==> src/rtl/electronic_lock.sv <==
// Two-button combination lock: Moore FSM tracking how many code digits have been matched.
// State k (0..CODE_LEN-1) counts matched digits; CODE_LEN is UNLOCK and drives out.
module electronic_lock #(
  parameter int unsigned           CODE_LEN = 4,
  parameter logic [CODE_LEN-1:0]   CODE     = 4'b1101
) (
  input  logic       clk,
  input  logic       rst,
  input  logic       b0,
  input  logic       b1,
  output logic       out,
  output logic [2:0] st
);

  typedef enum logic [2:0] {
    StIdle, St1, St2, St3, St4, St5, St6, St7
  } state_e;

  typedef enum logic [1:0] {
    PressNone, PressZero, PressOne, PressBad
  } press_e;

  localparam logic [2:0] CodeLenSt  = 3'(CODE_LEN);
  localparam state_e     StUnlock   = state_e'(CodeLenSt);
  localparam logic       FirstDigit = CODE[CODE_LEN-1];

  state_e state_q, state_d;
  press_e press;
  logic   digit;
  logic   exp_digit;

  always_comb begin
    press = PressNone;
    unique case ({b1, b0})
      2'b00:   press = PressNone;
      2'b01:   press = PressZero;
      2'b10:   press = PressOne;
      default: press = PressBad;
    endcase
  end

  assign digit = (press == PressOne);

  // E(k): digit expected once k digits are matched; MSB of CODE is entered first.
  always_comb begin
    exp_digit = 1'b0;
    for (int i = 0; i < int'(CODE_LEN); i++) begin
      if (state_q == state_e'(3'(i))) exp_digit = CODE[CODE_LEN-1-i];
    end
  end

  always_comb begin
    state_d = state_q;
    if (state_q > StUnlock) begin
      state_d = StIdle;
    end else begin
      unique case (press)
        PressNone: state_d = state_q;
        PressBad:  state_d = StIdle;
        default: begin
          if (state_q != StUnlock && digit == exp_digit) begin
            state_d = state_e'(state_q + 3'd1);
          end else begin
            // Mismatch (or press while unlocked) restarts, keeping the digit if it is F.
            state_d = (digit == FirstDigit) ? St1 : StIdle;
          end
        end
      endcase
    end
  end

  always_ff @(posedge clk) begin
    if (rst) begin
      state_q <= StIdle;
    end else begin
      state_q <= state_d;
    end
  end

  assign out = (state_q == StUnlock);
  assign st  = state_q;

endmodule

==> config.mk <==
export PLATFORM = sky130hd
export DESIGN_NAME = electronic_lock
export DESIGN_NICKNAME = d
export VERILOG_FILES = /design/src/rtl/electronic_lock.sv
export SDC_FILE = /design/constraint.sdc
export NUM_CORES = 1
export LEC_CHECK = 0
export ABC_AREA = 1
export BUFFER_PORTS_ARGS = -buffer_cell sky130_fd_sc_hd__buf_2
export CAP_MARGIN = 20
export CELL_PAD_IN_SITES_DETAIL_PLACEMENT = 0
export CELL_PAD_IN_SITES_GLOBAL_PLACEMENT = 1
export CORE_AREA = 2 2 39 41
export CTS_CLUSTER_DIAMETER = 50
export DETAILED_ROUTE_END_ITERATION = 12
export DIE_AREA = 0 0 41 43
export PLACE_DENSITY_LB_ADDON = 0.25
export SLEW_MARGIN = 20
export SYNTH_ARGS = -nofsm -noshare
export SYNTH_HDL_FRONTEND = slang
export SYNTH_SLANG_ARGS = --single-unit
==> constraint.sdc <==
create_clock -name clk -period 1.6 [get_ports clk]
set_clock_uncertainty 0.15 [all_clocks]
set_input_delay 0.48 -clock clk [delete_from_list [all_inputs] [get_ports clk]]
set_output_delay 0.48 -clock clk [all_outputs]
set_load 0.02 [all_outputs]
==> impl_results.md <==
* Status: finished, violations left
* Failing checks: setup timing
* Global-route wire length before repair at 1150 µm
* Top Ports at 8
* Unrepaired setup endpoints after global routing: true
* Reg clk slew, reported paths at 0.04 ns
* Vias at 295
* RD Place Congestion at 0.666
* Leading area contributor after synthesis: dfxtp_1
* Die ar. at 1760 µm²
* Hold-fix buffers, CTS at 0
* Max FFs per register at 3
* H-tree depth at 1
* WL met1 at 316 µm
* Pre-CTS setup slack at 0.0645 ns
* Die Height at 43 µm
* Synth top area share at 0.236
* Post-synth EDFFs at 0
* Reg2reg end: st[0]
* P per Cell Area at 568 nW/µm²
* Critical Path Start: st[1]
* Starting Density at 0.184
* Reg2reg path depth at 11
* Most numerous cell in the Yosys netlist: nand2_1
* # setup viols final at 2
* Final wirelength at 683 µm
* Final Total Pwr at 0.000248 W
* Vias per cell at 3.99
* Drt first-iter violations at 3
* Worst Path Max Fanout at 2
* Post-synthesis sequential area ratio at 0.236
* Max-Cap Viols at 0
* Worst Hold Class: input port to flop
* Setup slack, reg-to-reg at -0.02 ns
* Yosys cell types at 14
* Worst-margin pin slew at 0.279 ns
* Largest net degree at the start of global routing at 7
* Area Growth Syn to Fin at 71.9%
* Register bit total from synthesis at 3
* Post-synth net total at 46
* Final WS setup at -0.0266 ns
* CTS tree: built
* Critical Path AT at 1.00 ns
* Clock sinks at 3
* Mapped Area at 254 µm²
* Clock Path Buffers at 2
* Max layer used: met3
* WHS at 0.409 ns
* Worst Hold End: st[0]
* # DRC at 0
* Die Wd at 41 µm
* Mapped Cells at 39
* Met2 wire length at 325 µm
* Core area at 1380 µm²
* Clock latency on the worst-skew pair at 0.23 ns
* Total gr overflow at 0
* Row count at 14
* Critical path data required time at 0.97 ns
* Syn Area/Cell at 6.51 µm²
* Static Leak at 0.226 nW
* Fraction of layout cells with a size suffix above 1 at 0.552
* Antenna-violating nets left at 0
* Initial antenna violation count at 0
* Net count, final at 66
* Minimum clock period at 1.63 ns
* FF-to-FF Start: st[0]
* Final hold viol count at 0
* Area contributors post-synth: dfxtp_1 24%, ha_1 15%, nand2_1 12%, inv_1 10%, nand4_1 7.4%
* Worst hold path depth at 3
* Ant. Diodes at 0
* Hold path start: rst
* Critical path type: flop to primary output
* Clock root cell: clkbuf_4
* Vias in the first global route at 276
* Asr flop ratio synth at 0
* Synth Flop Type: dfxtp_1
* Port Buffer Count at 7
* Startpoint Class: flop
* VDD IR-drop max at 0.000450 V
* Tot GR Track Use at 0.0993
* Dpl hpwl at 448 µm
* TritonCTS buffer count at 3
* Relative slew slack at 0.814
* Final Max Tran Viols at 0
* Period utilisation layout at 1.02
* Fmax at 615 MHz
* CP Capture Type: primary output
* Commonest cells in the synthesized netlist: 8 x nand2_1, 7 x inv_1
* Wirelength per Cell at 9.23 µm
* TritonRoute pass-1 iters at 4
* Synth Warn # at 0
* Met3 WL at 41 µm
## placed cells by master, fill, tap and decap left out, types with 2 or more instances in the layout
cell      count
a21oi_1       2
buf_2         6
buf_4         8
clkbuf_4      3
dfxtp_4       2
inv_1         3
inv_2         4
inv_4         2
nand2_1       7
nand2_2       2
nand3_1       2
nand4_1       3
nor2_1        3
## stage by stage
step / std cells / setup TNS (ns) / instance area [µm²] / util
after CTS: 74 / -0.0495 / 427 / 0.308
after detailed placement: 63 / 0 / 319 / 0.231
after floorplan: 39 / 0 / 256 / -
after global placement: 63 / 0 / 319 / 0.231
after global routing: 74 / -0.146 / 437 / 0.316
final: 74 / -0.0428 / 437 / 0.316
## how the worst max path moves through the flow
stage               endpoint  slack, ns  cells past startpoint
finish                   out      -0.03                      5
global route             out      -0.07                      5
CTS                      out      -0.04                      5
detailed placement       out       0.06                      5
global placement         out       0.05                      5
floorplan                out       0.07                      4
## metal layers
layer,vias up,GRT usage
li1,160,-
met1,125,0.135
met2,10,0.131
met3,0,0.0628
met4,0,0.0200
met5,-,0
## cell type report
| class | count | area, µm² |
|---|---|---|
| Fill cell | 149 | 947 |
| Multi-Input combinational cell | 27 | 183 |
| Timing Repair Buffer | 15 | 101 |
| Sequential cell | 3 | 67.6 |
| Inverter | 9 | 38.8 |
| Clock buffer | 4 | 26.3 |
| Tap cell | 16 | 20.0 |
## worst max-delay path, cell delays in order, from the launching register on
cell	delay, ns
dfxtp_4	0.35
inv_4	0.04
ha_4	0.16
nand2_4	0.07
inv_2	0.03
buf_6	0.12
## logic make-up (layout without fill, tap and decap cells)
kind of cell / Yosys count / in the layout / share of synthesized area
AO/OA/AOI/OAI: 5 / 5 / 0.123
XOR/XNOR: 1 / 1 / 0.0345
adder cells (fa/ha/maj): 3 / 3 / 0.148
buffers and inverters: 9 / 28 / 0.133
flip-flops: 3 / 3 / 0.236
AND/OR/NAND/NOR: 18 / 18 / 0.325
## repair_timing
| action | CTS | global route |
|---|---|---|
| resized for setup | 11 | 5 |
| endpoints found under the setup margin | 1 | 4 |
| buffers inserted | 7 | 0 |
| pin swaps | 2 | 2 |
## report_power, final
| group | leakage, nW | total [W] | internal [W] | switching (W) |
|---|---|---|---|---|
| Clock | 0.0150 | 0.000133 | 0.0000934 | 0.0000397 |
| Combinational | 0.185 | 0.0000387 | 0.0000175 | 0.0000212 |
| Sequential | 0.0258 | 0.0000763 | 0.0000746 | 0.00000167 |
Note: power is estimated with default switching activity, not from simulation.
